[src/rtl/fir_tap_window.sv]
// fir_tap_window: input stage of the FIR MAC unit.
// Keeps a TAPS-deep delay line of signed samples and a writable coefficient
// bank, both presented in parallel to the MAC stage. VOUT flags cycles on which
// a freshly shifted window is presented.
// Optional build macro: ZERO_PAD_EN -- treat the delay line as zero-prefilled so
// VOUT pulses after every accepted sample, including while still filling.
module fir_tap_window #(
  parameter  int DATA_WIDTH = 13,
  parameter  int TAPS       = 8,
  localparam int AW         = (TAPS > 1) ? $clog2(TAPS) : 1,
  localparam int CW         = $clog2(TAPS + 1)
) (
  input  logic                         CLK,
  input  logic                         RST_n,
  input  logic signed [DATA_WIDTH-1:0] DIN,
  input  logic                         VIN,
  input  logic                         FLUSH,
  input  logic                         COEF_WE,
  input  logic        [AW-1:0]         COEF_ADDR,
  input  logic signed [DATA_WIDTH-1:0] COEF_DIN,
  output logic signed [DATA_WIDTH-1:0] TP_W [0:TAPS-1],
  output logic signed [DATA_WIDTH-1:0] H    [0:TAPS-1],
  output logic                         VOUT,
  output logic                         FULL,
  output logic        [CW-1:0]         FILL_CNT
);

  typedef enum logic [1:0] {
    IDLE = 2'd0,
    FILL = 2'd1,
    RUN  = 2'd2
  } state_t;

  localparam logic [CW-1:0] CNT_FULL = CW'(TAPS);

  state_t          state_reg, state_next;
  logic [CW-1:0]   cnt_reg, cnt_next;
  logic            vout_reg, vout_next;
  logic            accept;

  // Value each tap loads on a shift: the new sample for tap 0, else its neighbour.
  logic signed [DATA_WIDTH-1:0] shift_in [0:TAPS-1];

  // A sample is taken only when a flush does not override it.
  assign accept = VIN & ~FLUSH;

  genvar gi;
  generate
    for (gi = 0; gi < TAPS; gi++) begin : g_tap
      if (gi == 0) begin : g_head
        assign shift_in[gi] = DIN;
      end else begin : g_body
        assign shift_in[gi] = TP_W[gi-1];
      end

      // Delay-line stage: cleared by flush, shifts on a valid sample, else holds.
      always_ff @(posedge CLK or negedge RST_n) begin
        if (!RST_n) begin
          TP_W[gi] <= '0;
        end else if (FLUSH) begin
          TP_W[gi] <= '0;
        end else if (VIN) begin
          TP_W[gi] <= shift_in[gi];
        end
      end

      // Coefficient entry: written when addressed; flush leaves it alone.
      always_ff @(posedge CLK or negedge RST_n) begin
        if (!RST_n) begin
          H[gi] <= '0;
        end else if (COEF_WE && (COEF_ADDR == AW'(gi))) begin
          H[gi] <= COEF_DIN;
        end
      end
    end
  endgenerate

  // Fill-state register, sample counter and registered window strobe.
  always_ff @(posedge CLK or negedge RST_n) begin
    if (!RST_n) begin
      state_reg <= IDLE;
      cnt_reg   <= '0;
      vout_reg  <= 1'b0;
    end else begin
      state_reg <= state_next;
      cnt_reg   <= cnt_next;
      vout_reg  <= vout_next;
    end
  end

  // Next fill state and counter; the strobe follows the post-update count.
  always_comb begin
    state_next = state_reg;
    cnt_next   = cnt_reg;
    vout_next  = 1'b0;

    case (state_reg)
      IDLE: begin
        if (accept) begin
          cnt_next   = CW'(1);
          state_next = (CNT_FULL == CW'(1)) ? RUN : FILL;
        end
      end
      FILL: begin
        if (accept) begin
          cnt_next = cnt_reg + CW'(1);
          if (cnt_next == CNT_FULL) begin
            state_next = RUN;
          end
        end
      end
      RUN: begin
        cnt_next = CNT_FULL;
      end
      default: begin
        state_next = IDLE;
        cnt_next   = '0;
      end
    endcase

    if (FLUSH) begin
      state_next = IDLE;
      cnt_next   = '0;
    end

`ifdef ZERO_PAD_EN
    vout_next = accept;
`else
    vout_next = accept && (cnt_next == CNT_FULL);
`endif
  end

  assign VOUT     = vout_reg;
  assign FULL     = (state_reg == RUN);
  assign FILL_CNT = cnt_reg;

endmodule

[config.mk]
export PLATFORM = sky130hd
export DESIGN_NAME = fir_tap_window
export DESIGN_NICKNAME = d
export VERILOG_FILES = /design/src/rtl/fir_tap_window.sv
export SDC_FILE = /design/constraint.sdc
export NUM_CORES = 1
export LEC_CHECK = 0
export ABC_AREA = 1
export CAP_MARGIN = 10
export CORE_ASPECT_RATIO = 0.6
export CORE_MARGIN = 1
export CORE_UTILIZATION = 42
export DETAILED_ROUTE_END_ITERATION = 6
export HOLD_SLACK_MARGIN = 0.1
export PLACE_DENSITY_LB_ADDON = 0.15
export SYNTH_ARGS = -nofsm -noshare
export SYNTH_HDL_FRONTEND = slang
export SYNTH_SLANG_ARGS = --single-unit
[constraint.sdc]
create_clock -name CLK -period 1.2 [get_ports CLK]
set_clock_uncertainty 0.1 [all_clocks]
set_input_delay 0.3 -clock CLK [delete_from_list [all_inputs] [get_ports CLK]]
set_output_delay 0.3 -clock CLK [all_outputs]
set_load 0.01 [all_outputs]
# Word-level counts from Yosys, hierarchy flattened
# Index checks and enable logic that the tools add are counted.
# word_totals
register_bits	215
latch_bits	0
ramBits	0
rom_bits	0
inputBits	34
output_inout_bits	214
elab_cells	75
memories	0
# classes
add_sub_neg	1
n_mul	0
div_mod_pow	0
order_cmp	0
eq_ne	15
shift	0
n_mux	25
bitwise_logic	2
reduce_logical	13
# op_table
operator	count
$mux 13	16
$eq 3x3->1 const B	4
$mux 4	3
$pmux 4 s3	1
$logic_and 1x1->1	9
$ne 3x3->1 const B	3
$eq 4x4->1 const B	2
$mux 2	4
$eq 3x2->1 const B	2
$pmux 2 s3	1
$add 4x1->4 const B	1
$reduce_and 4->1	1
$eq 3x1->1 const B	1
$logic_not 3->1	1
$eq 2x1->1 const B	1
$eq 2x2->1 const B	1
$logic_not 2->1	1
$ne 2x1->1 const B	1
$reduce_bool 2->1	1
$and 1x1->1	1
$not 1->1	1

# Longest topological paths before layout
# depth
ltp_word	7
depth_mapped	11
ltp_nobuf	9

# Worst setup path before layout
# No wires, ideal clock.
# synth_path
path_kind	input to register
startpoint	input FLUSH
endpoint	register vout_reg, in the netlist VOUT
setup_ns	0.071
t_arrival_ns	1.402
required_time_ns	1.029
slack_ns	-0.373
cell_stages	10
path_buffers	2
path_cell_list	inv_2 nand2_1 buf_4 buf_4 ha_1 nand2_1 nand2_1 nor2_1 nand2_1 nor2_1
# synth_via
elab_chain_len	7
word_cells_on_any_way	8
classes_between	1 x eq/ne; 4 x mux; 2 x bitwise; 1 x reduce/logical
# synth_lines
element	line_no	text
from (decl)	17	input logic FLUSH,
$not 1->1	45	assign accept = VIN & ~FLUSH;
$and 1x1->1	45	
$mux 4 (on tied branches)	105, 99	
$pmux 4 s3	97	case (state_reg)
$mux 4 (*)	121	if (FLUSH) begin
net cnt_next[0]	37	logic [CW-1:0] cnt_reg, cnt_next;
$eq 4x4->1 (*)	129	vout_next = accept && (cnt_next == CNT_FULL);
$logic_and 1x1->1 (*)	129	
net vout_next	38	logic vout_reg, vout_next;
to (signal assigned)	87	vout_reg <= vout_next;
to (decl)	38	
# Mark *: on every way through the listed nets, which the timed path passes. The rest lies on a longest branch.
# A chain may end at the register's enable or synchronous reset.

# Worst setup path after layout
# layout_path
startpoint	register state_reg[0]
endpoint	output FULL
# layout_via
elab_chain_len	1
# layout_lines
element	line_no	text
from (decl)	36	state_t state_reg, state_next;
from (signal assigned)	85	state_reg <= state_next;
$eq 2x2->1	134	assign FULL = (state_reg == RUN);
to (decl)	24	output logic FULL,
# No other way between the ends.

==> impl_results.md <==
* Final period util at 128%
* Max Buffers Root-to-Sink at 3
* H-tree depth at 1
* CTS sink cnt at between 200 and 250
* Post-synth cell types at 23
* Synth top area cells: dfrtp_1, o21ai_0, o22ai_1
* Max Freq at 653 MHz
* Layout area overhead at 54.3%
* Iteration-0 DRC Markers at 586
* Critical Path RT at 0.80 ns
* DRT antenna net count at 0
* Minimum clock period after layout at 1.53 ns
* CP endpoint kind: output pin
* Worst-path maximum fanout at 2
* Worst-Skew Late Latency at 0.49 ns
* Fin. Hold Viols at 0
* Seq pwr share at 45.0%
* Die Area at 19600 um2
* Status: finished, violations left
* Vias at 7053
* Drt wl/cell at 18.0 um
* Clock root cell: clkbuf_16
* # diodes at 0
* Slew Limit Fails at 0
* Total leakage power at 6.30 nW
* FF-to-FF End: VOUT$_DFF_PN0_
* Switching pwr at slightly above 0.005 W
* Largest family of logic cells by synthesized area: compound AO/OA/AOI/OAI gates
* Sw frac at 27.3%
* Area leader, netlist: dfrtp_1
* Post-synthesis xor/xnor area fraction at 0%
* Worst setup SP type: register
* Vias per cell at 4.94
* RSZ-0062 raised after global routing: yes
* Die Span Y at between 100 and 150 um
* Final WS setup at -0.331 ns
* Violated checks: negative setup slack
* Mapped cell area at 8010 um2
* Largest net degree at the start of global routing at 43
* Post-synthesis simple-gate area fraction at 9.40%
* Core ar. at ~18000 um2
* Total grt overflow at 0
* FFs w/ async S/R, synth at 100%
* Initial Utilization at 43.7%
* Top cells by count, synth: dfrtp_1, nand2_1, inv_1
* Comb power frac at 20.8%
* Slew margin rel. at 72.0%
* Most frequent cell after synthesis: dfrtp_1
* P_int at 0.0136 W
* Non-Filler Cell Area, Final at 12400 um2
* Antenna violations before repair at 0
* RePlAce Congestion at 0.852
* CTS clk-pin slew, worst paths at about 0.07 ns
* Worst slew pin tran at roughly 0.42 ns
* Final setup viols at around 220
* Final hold slack at about 0.15 ns
* Sum of negative setup slack at -46.83 ns
* Post-synth EDFFs at 0
* Flop2flop setup slack at -0.21 ns
* Die W at between 150 and 200 um
* Total CTS buffers at 21
* Port buffer count at 247
* Yosys warnings at 0
* FF-to-FF path depth at 9
* First-pass GRT wire length at between 30 and 40 mm
* Post-synth top area share at between 60% and 70%
* Synth Area in Compound Gates at 14.9%
* Num ports at 248
* # nets final at 1211
* Global-route usage over all layers at 25.2%
* Syn nets at 806
* WL final at around 26 mm
* Power Dens Cells at approximately 1500 nW/um2
* Register area share after synthesis at 67.2%
* WS Path Type: register to output pin
* CTS tree: built
* VDD IR-drop max at 1.05 mV
* Post-Synth Adder-Cell Area at 0.312%
* Drt pass-1 iters at 7
* Clock Power Share at 34.2%
* Detail Placement HPWL at approximately 17 mm
* Layout cells sized above 1 at approximately two fifths
* Std cell rows at 38
* Main synth FF type: dfrtp_1
* Number of synthesized register bits at 215
* Gate count of the mapped netlist at 770
* Vias in the first global route at 6652
* DRC viols at 0
* Mux contribution to synthesized area at 0%
* Syn Area/Cell at roughly 10 um2
* Max-cap violations at 0
* Power, Total at about 0.019 W
* Worst Hold Class: input pin to asynchronous set/reset pin
* CP Data Arrival Time at 1.13 ns
* Reg2Reg Launch Point: FILL_CNT[0]$_DFF_PN0_
* Cell Area, Placed at 11400 um2
[worst max path at each step]
| stage | from | endpoint | cells past startpoint |
|---|---|---|---|
| global placement | FLUSH | VOUT$_DFF_PN0_ | 10 |
| floorplan | FLUSH | VOUT$_DFF_PN0_ | 10 |
| CTS | state_reg[1]$_DFFE_PN0P_ | FULL | 3 |
| global route | state_reg[1]$_DFFE_PN0P_ | FULL | 3 |
| finish | state_reg[0]$_DFFE_PN0P_ | FULL | 2 |
| detailed placement | FLUSH | VOUT$_DFF_PN0_ | 10 |
[power groups by stage]
stage,registers (W),logic [W],clock network [W]
3_3_place_gp,0.00852,0.00352,0
4_1_cts,0.00843,0.00348,0.00650
3_5_place_dp,0.00853,0.00356,0
6_report,0.00845,0.00390,0.00642
2_1_floorplan,0.00883,0.000819,0
5_1_grt,0.00851,0.00420,0.00681
[cells by family after synthesis]
| logic type | after synthesis |
|---|---|
| simple gates | 182 |
| compound gates | 213 |
| flops | 215 |
| buf+inv | 158 |
| fa+ha+maj | 2 |
[placed cells by master (no fill, tap or decap), types with 18 or more instances in the layout]
master             n
buf_4            143
clkdlybuf4s50_1   27
buf_6             81
dfrtp_1          214
buf_2            144
nand2_1          119
clkbuf_16         22
o21ai_0          102
inv_1            111
nor2_1            18
o22ai_1           71
[metal layers]
metal / track usage, % / routed length, um / up-vias
li1: - / - / 3330
met2: 36.1 / 11000 / 220
met5: 0 / 0 / -
met1: 39.2 / 12700 / 3476
met3: 5.78 / 1620 / 27
met4: 4.52 / 317 / 0
[cell type report]
class,instances,area (um2)
Fill cell,1504,5990
Sequential cell,215,5380
Timing Repair Buffer,420,3420
Multi-Input combinational cell,397,2130
Clock buffer,27,568
Inverter,120,467
Tap cell,240,300
Clock inverter,10,92.6
[worst max-delay path, cell delays in order (launching register included)]
cell	delay [ns]
dfrtp_1	0.39
nor2_2	0.11
buf_2	0.14
[stage by stage]
step / cells / utilization (%) / setup slack, ns
final: 1429 / 67.3 / -0.331
after floorplan: 770 / - / -0.139
after detailed placement: 1305 / 62.3 / -0.591
after CTS: 1384 / 64.3 / -0.377
after global routing: 1429 / 67.3 / -0.410
after global placement: 1305 / 62.3 / -0.558
[timing repair]
action | CTS | global route
pin swaps | 15 | 11
endpoints found under the hold margin | 215 | 0
gates resized for setup | 961 | 50
buffers inserted | 40 | 44
gates cloned | 2 | 1
setup endpoints to repair | 328 | 276
hold buffers | 1 | 0
Note: power is estimated with default switching activity, not from simulation.
